--- src/rtl/decode_stage.sv ---
// decode_stage: ID stage of the 5-stage MIPS pipeline.
// Holds the IF/ID register (stall/flush), the 32x32 register file with
// write-through bypass, sign extension, and early branch/jump resolution.
// Ports:
//   CLK, RST                 clock, async active-low reset
//   StallD, FlushD           IF/ID hold / clear-to-bubble (flush wins)
//   InstrF, PCPlus4F         fetch-stage instruction and PC+4
//   RegWriteW/WriteRegW/ResultW  writeback port
//   ForwardAD/ForwardBD/ALUOutM  comparator operand forwarding from MEM
//   InstrD, PCPlus4D         registered fetch values
//   RD1D, RD2D               rs/rt read data
//   SignImmD, RsD, RtD, RdD  decoded fields
//   PCBranchD, PCJumpD       branch and jump targets
//   BranchTakenD, JumpD      control-flow redirect indications
module decode_stage #(
   parameter logic [31:0] NOP_INSTR = 32'h0000_0000,
   parameter logic [5:0]  OP_BEQ    = 6'b000100,
   parameter logic [5:0]  OP_BNE    = 6'b000101,
   parameter logic [5:0]  OP_J      = 6'b000010
) (
   input  logic        CLK,
   input  logic        RST,
   input  logic        StallD,
   input  logic        FlushD,
   input  logic [31:0] InstrF,
   input  logic [31:0] PCPlus4F,
   input  logic        RegWriteW,
   input  logic [4:0]  WriteRegW,
   input  logic [31:0] ResultW,
   input  logic        ForwardAD,
   input  logic        ForwardBD,
   input  logic [31:0] ALUOutM,
   output logic [31:0] InstrD,
   output logic [31:0] PCPlus4D,
   output logic [31:0] RD1D,
   output logic [31:0] RD2D,
   output logic [31:0] SignImmD,
   output logic [4:0]  RsD,
   output logic [4:0]  RtD,
   output logic [4:0]  RdD,
   output logic [31:0] PCBranchD,
   output logic [31:0] PCJumpD,
   output logic        BranchTakenD,
   output logic        JumpD
);

   typedef struct packed {
      logic [31:0] instr;
      logic [31:0] pc4;
   } ifid_t;

   ifid_t       ifid;
   logic [31:0] rf [32];
   logic        wr_en;
   logic [5:0]  op;
   logic [31:0] cmp_a, cmp_b;
   logic        eq;

   // IF/ID register: flush beats stall
   always_ff @(posedge CLK or negedge RST) begin
      if (!RST) begin
         ifid.instr <= NOP_INSTR;
         ifid.pc4   <= '0;
      end else if (FlushD) begin
         ifid.instr <= NOP_INSTR;
         ifid.pc4   <= '0;
      end else if (!StallD) begin
         ifid.instr <= InstrF;
         ifid.pc4   <= PCPlus4F;
      end
   end

   assign InstrD   = ifid.instr;
   assign PCPlus4D = ifid.pc4;

   // register file; entry 0 is never written and is masked on read
   assign wr_en = RegWriteW && (WriteRegW != 5'd0);

   always_ff @(posedge CLK or negedge RST) begin
      if (!RST) begin
         for (int i = 0; i < 32; i++) rf[i] <= '0;
      end else if (wr_en) begin
         rf[WriteRegW] <= ResultW;
      end
   end

   assign op       = InstrD[31:26];
   assign RsD      = InstrD[25:21];
   assign RtD      = InstrD[20:16];
   assign RdD      = InstrD[15:11];
   assign SignImmD = {{16{InstrD[15]}}, InstrD[15:0]};

   // write-through bypass lets a same-cycle writeback reach decode without a stall
   always_comb begin
      RD1D = (RsD == 5'd0) ? 32'd0 : rf[RsD];
      RD2D = (RtD == 5'd0) ? 32'd0 : rf[RtD];
      if (wr_en && (WriteRegW == RsD)) RD1D = ResultW;
      if (wr_en && (WriteRegW == RtD)) RD2D = ResultW;
   end

   assign PCBranchD = PCPlus4D + {SignImmD[29:0], 2'b00};
   assign PCJumpD   = {PCPlus4D[31:28], InstrD[25:0], 2'b00};

   assign cmp_a = ForwardAD ? ALUOutM : RD1D;
   assign cmp_b = ForwardBD ? ALUOutM : RD2D;
   assign eq    = (cmp_a == cmp_b);

   assign BranchTakenD = ((op == OP_BEQ) && eq) || ((op == OP_BNE) && !eq);
   assign JumpD        = (op == OP_J);

endmodule

--- config.mk ---
export PLATFORM = sky130hd
export DESIGN_NAME = decode_stage
export DESIGN_NICKNAME = d
export VERILOG_FILES = /design/src/rtl/decode_stage.sv
export SDC_FILE = /design/constraint.sdc
export NUM_CORES = 2
export LEC_CHECK = 0
export ABC_AREA = 1
export BUFFER_PORTS_ARGS = -buffer_cell sky130_fd_sc_hd__buf_4
export CAP_MARGIN = 10
export CELL_PAD_IN_SITES_DETAIL_PLACEMENT = 0
export CELL_PAD_IN_SITES_GLOBAL_PLACEMENT = 1
export CORE_UTILIZATION = 34
export CTS_CLUSTER_DIAMETER = 60
export DETAILED_ROUTE_END_ITERATION = 8
export PLACE_DENSITY_LB_ADDON = 0.05
export SLEW_MARGIN = 0
export SYNTH_ARGS = -nofsm -noshare
export SYNTH_HDL_FRONTEND = slang
export SYNTH_SLANG_ARGS = --single-unit
export TNS_END_PERCENT = 100
--- constraint.sdc ---
create_clock -name CLK -period 2.6 [get_ports CLK]
set_clock_uncertainty 0.2 [all_clocks]
set_input_delay 0.13 -clock CLK [delete_from_list [all_inputs] [get_ports CLK]]
set_output_delay 0.13 -clock CLK [all_outputs]
set_load 0.02 [all_outputs]
==> metrics.log <==
INFO  metric detailedPlacementHpwl = 208 mm
INFO  metric final_max_slew_viol_count = 0
INFO  metric synth.cell_area = between 60000 and 70000 um2
INFO  metric outcome = complete, but fails checks
INFO  metric final.setup.worst_slack = -1690 ps
INFO  metric grt.overflow.total = 0
INFO  metric core_area = between 150000 and 200000 um2
INFO  metric die-height = ~440 um
INFO  metric detail_route.vias_per_cell = between 5 and 6
INFO  metric finalNetCount = 10900
INFO  metric vias = 72000
INFO  metric drt_wl_total = about 340 mm
INFO  metric grt_antenna_before_repair = 14
INFO  metric io_pins = roughly 380
INFO  metric failed_checks = negative setup slack
INFO  metric routabilityCongestion = 0.892
INFO  metric cts_buffer_depth = 3
INFO  metric hold_viol_final = 0
INFO  metric p_per_area = 688 nW/um2
INFO  metric layoutNonFillerInstCount = approximately 13000
INFO  metric setup_viol_count_final = between 90 and 100
INFO  metric cts_num_sinks = about 1100
INFO  metric power = approximately 64 mW
INFO  metric synth_top_area_cell = sky130_fd_sc_hd__dfrtp_1
INFO  metric cts_tree = done
INFO  metric starting_utilization_of_the_core_area = about a third
INFO  metric cp_data_required_time = ~2300 ps
INFO  metric fp.dieW = ~440 um
INFO  metric synth.top_cells.by_area = sky130_fd_sc_hd__dfrtp_1, sky130_fd_sc_hd__nand2_1, sky130_fd_sc_hd__o21ai_0, sky130_fd_sc_hd__nand3_1, sky130_fd_sc_hd__inv_1
INFO  metric max_clock_freq = approximately 0.23 GHz
INFO  metric hold_path.class = in -> reg
INFO  metric layout-area-overhead-vs-synth = 43.1%
INFO  metric io_buffer_count = between 300 and 400
INFO  metric clock_latency_on_the_worst_skew_pair = between 800 and 900 ps
INFO  metric grt_max_degree = approximately 110
INFO  metric drc = 0
INFO  metric final.period_utilization = 165%
INFO  metric detail_route.first_pass.iterations = 6
INFO  metric drive_gt1_share = 23.2%
INFO  metric startpoint_type = flip-flop
INFO  metric min_period = about 4300 ps
INFO  metric worst_ir_drop_vdd = 0.530 mV
INFO  metric fill_cells = 18700
INFO  metric cts.root.buffer_cell = sky130_fd_sc_hd__clkbuf_16
INFO  metric post_drt_wl_per_cell = around 26 um
INFO  metric rel_slew_slack = 25.5%
INFO  metric path_clk_slew = roughly 60 ps
INFO  metric cap_violations = 0
INFO  metric grt_setup_unrepaired = true
INFO  metric synth-warning-count = 0
INFO  metric std_cell_rows = 160
INFO  metric h_tree_level_count = 4
INFO  metric post_synthesis_sequential_area_ratio = about two fifths
INFO  metric design.die.area = slightly below 200000 um2
INFO  metric via_count_of_the_first_global_routing_pass = roughly 67000
INFO  metric worstMarginPinSlew = roughly 1100 ps
INFO  metric netlist-cell-type-count = 48
INFO  metric detailedRoute.firstIterationViolations = approximately 8100
INFO  metric post-route-util = around 50%
INFO  metric total_leakage_power = approximately 44 nW
INFO  metric critPathCaptureType = primary output
INFO  metric syn_avg_cell_area = roughly 7 um2
INFO  metric gr-usage-all-layers = between 30% and 40%
INFO  metric synthCells = 9509
INFO  metric critical_path_peak_fanout = 7
INFO  metric synth.ff_latch_count = between 1000 and 1500
INFO  metric timing.setup.critical_path_class = reg -> out
INFO  metric remaining_antenna_violation_count_after_routing = 0
INFO  metric critical_path_arrival = roughly 4000 ps
INFO  metric placedCellCount = 12500
INFO  metric cts_buffers = 153
INFO  metric first_pass_grt_wire_length = roughly 480 mm
INFO  metric synth_top_cell_area_share = between 40% and 50%
==> worst max-delay path, cell delays in order, from the launching register on <==
cell and delay, ps:
sky130_fd_sc_hd__dfrtp_4 510, sky130_fd_sc_hd__buf_12 170, sky130_fd_sc_hd__buf_16 170, sky130_fd_sc_hd__buf_12 140
sky130_fd_sc_hd__buf_8 120, sky130_fd_sc_hd__nand2_2 60, sky130_fd_sc_hd__o211ai_1 140, sky130_fd_sc_hd__nand3_1 130
sky130_fd_sc_hd__nand2_2 60, sky130_fd_sc_hd__nand3_2 100, sky130_fd_sc_hd__nand3_4 210, sky130_fd_sc_hd__nand2_4 150
sky130_fd_sc_hd__nand2_1 50, sky130_fd_sc_hd__nand2_1 50, sky130_fd_sc_hd__nand3_1 60, sky130_fd_sc_hd__nand2_1 60
sky130_fd_sc_hd__nand2_1 50, sky130_fd_sc_hd__nor2_1 90, sky130_fd_sc_hd__buf_4 180, sky130_fd_sc_hd__nand2_4 70
sky130_fd_sc_hd__nor2_4 80, sky130_fd_sc_hd__buf_6 110, sky130_fd_sc_hd__nand2_1 50, sky130_fd_sc_hd__nand2_1 70
sky130_fd_sc_hd__nand2_2 70, sky130_fd_sc_hd__buf_6 130
==> placed cells by master (no fill, tap or decap), types with 14 or more instances in the layout <==
cell type / Yosys / final
sky130_fd_sc_hd__inv_2: 8 / 17
sky130_fd_sc_hd__o21ai_1: 17 / 53
sky130_fd_sc_hd__a21oi_2: 1 / 36
sky130_fd_sc_hd__buf_6: 24 / 153
sky130_fd_sc_hd__nand2_2: 3 / 72
sky130_fd_sc_hd__nor2_2: 0 / 34
sky130_fd_sc_hd__o211ai_1: 292 / 292
sky130_fd_sc_hd__nand3_2: 1 / 207
sky130_fd_sc_hd__clkbuf_8: 0 / 32
sky130_fd_sc_hd__o21ai_2: 1 / 18
sky130_fd_sc_hd__a21oi_1: 184 / 145
sky130_fd_sc_hd__o21ai_0: 1243 / 1189
sky130_fd_sc_hd__buf_12: 0 / 208
sky130_fd_sc_hd__clkbuf_16: 0 / 202
sky130_fd_sc_hd__dfrtp_1: 1088 / 1072
sky130_fd_sc_hd__nand3_4: 0 / 44
sky130_fd_sc_hd__clkbuf_1: 437 / 26
sky130_fd_sc_hd__nor2_4: 1 / 15
sky130_fd_sc_hd__buf_4: 153 / 1097
sky130_fd_sc_hd__inv_6: 0 / 16
sky130_fd_sc_hd__ha_4: 0 / 14
sky130_fd_sc_hd__nand3_1: 1211 / 961
sky130_fd_sc_hd__dlygate4sd3_1: 0 / 312
sky130_fd_sc_hd__buf_8: 1 / 33
sky130_fd_sc_hd__nand2_1: 3244 / 3111
sky130_fd_sc_hd__nand2_4: 0 / 60
sky130_fd_sc_hd__nor2_1: 460 / 412
sky130_fd_sc_hd__ha_1: 29 / 15
sky130_fd_sc_hd__bufinv_16: 0 / 16
sky130_fd_sc_hd__clkinv_2: 0 / 15
sky130_fd_sc_hd__or2_2: 66 / 61
sky130_fd_sc_hd__buf_16: 0 / 57
sky130_fd_sc_hd__inv_1: 686 / 674
==> worst paths after layout <==
| path | slack, ps | endpoint | depth (start not counted) | from |
|---|---|---|---|---|
| hold / removal | 30 | rf[91]$_DFFE_PN0P_ | 4 | ResultW[27] |
| max in group asynchronous | 870 | rf[356]$_DFFE_PN0P_ | 4 | RST |
| setup reg to reg | 230 | InstrD[16]$_DFFE_PN0P_ | 7 | InstrD[16]$_DFFE_PN0P_ |
| setup / recovery | -1690 | BranchTakenD | 25 | InstrD[21]$_DFFE_PN0P_ |
| min in group asynchronous | 530 | rf[14]$_DFFE_PN0P_ | 4 | RST |
| hold reg to reg | 200 | rf[998]$_DFFE_PN0P_ | 0 | rf[998]$_DFFE_PN0P_ |
==> what timing repair did <==
item / CTS / global route
pin swaps: 124 / 274
endpoints found under the setup margin: 93 / 100
buffers inserted: 83 / 104
endpoints found under the hold margin: 1880 / 0
hold buffers: 313 / 0
cloned: 32 / 46
resized for setup: 362 / 641
==> where the power goes <==
part | internal, mW | switching [mW]
Sequential | 20.0 | 2.03
Clock | 13.7 | 8.75
Combinational | 8.42 | 11.2
Total | 42.1 | 22.0
==> per-stage QoR <==
step	hold WS (ps)	cell area (um2)	worst slack [ps]	setup TNS, ps
3_5_place_dp	-81.1	77100	-1270	-6650
5_1_grt	59.1	93200	-1800	-75910
6_report	25.1	93200	-1690	-67890
4_1_cts	0.379	88900	-1760	-75420
3_3_place_gp	-78.4	77100	-1280	-6580
2_1_floorplan	-366	65400	-106	-167
==> synthesized netlist by cell type (all sizes together) <==
cell	instances
nand3	1212
clkbuf	437
a21boi	12
conb	1
a21o	2
xor2	21
o21bai	2
nand4	5
nor3	16
o2111ai	1
nor2	462
buf	438
a31oi	5
inv	695
o211ai	292
a211oi	1
ha	29
nor4	4
xnor2	14
or2	68
clkinv	5
o21ai	1261
dfrtp	1088
a221oi	2
a21oi	185
nand2	3247
nor3b	1
o21a	1
fa	1
and2	1
==> state kept, by name, indices dropped and copies added (netlist names) <==
name      count
InstrD       32
PCPlus4D     32
rf         1024
==> logic make-up (layout without fill, tap and decap cells) <==
group | Yosys count | count (layout) | synth area share [%]
AOI/OAI and AO/OA | 1764 | 1764 | 14.8
other | 1 | 7 | 0.00576
buffers and inverters | 1575 | 2884 | 10.6
xor gates and xnor gates | 35 | 35 | 0.471
DFF | 1088 | 1088 | 41.8
adders and majority gates | 30 | 30 | 0.588
and+or+nand+nor | 5016 | 5016 | 31.7
==> final cells by class <==
| type | count | area (um2) | area share (%) |
|---|---|---|---|
| Tap cell | 2511 | 3140 | 3.37 |
| Antenna cell | 5 | 12.5 | 0.0134 |
| Clock buffer | 217 | 4520 | 4.85 |
| Sequential cell | 1088 | 27300 | 29.3 |
| Inverter | 700 | 2700 | 2.90 |
| Timing Repair Buffer | 1908 | 20500 | 22.1 |
| Clock inverter | 58 | 787 | 0.845 |
| Multi-Input combinational cell | 6847 | 34200 | 36.7 |
| Timing Repair inverter | 1 | 16.3 | 0.0175 |
==> layer usage <==
metal	share of wire [%]	routed length, um	vias to the layer above	GRT usage (%)
li1	-	-	33100	-
met1	43	149000	35200	47.0
met2	45	155000	3120	53.4
met3	7.7	26300	583	5.14
met4	3.7	12800	2	11.9
met5	0.0041	14	-	0
No activity file was read; power rests on OpenSTA's default activity.
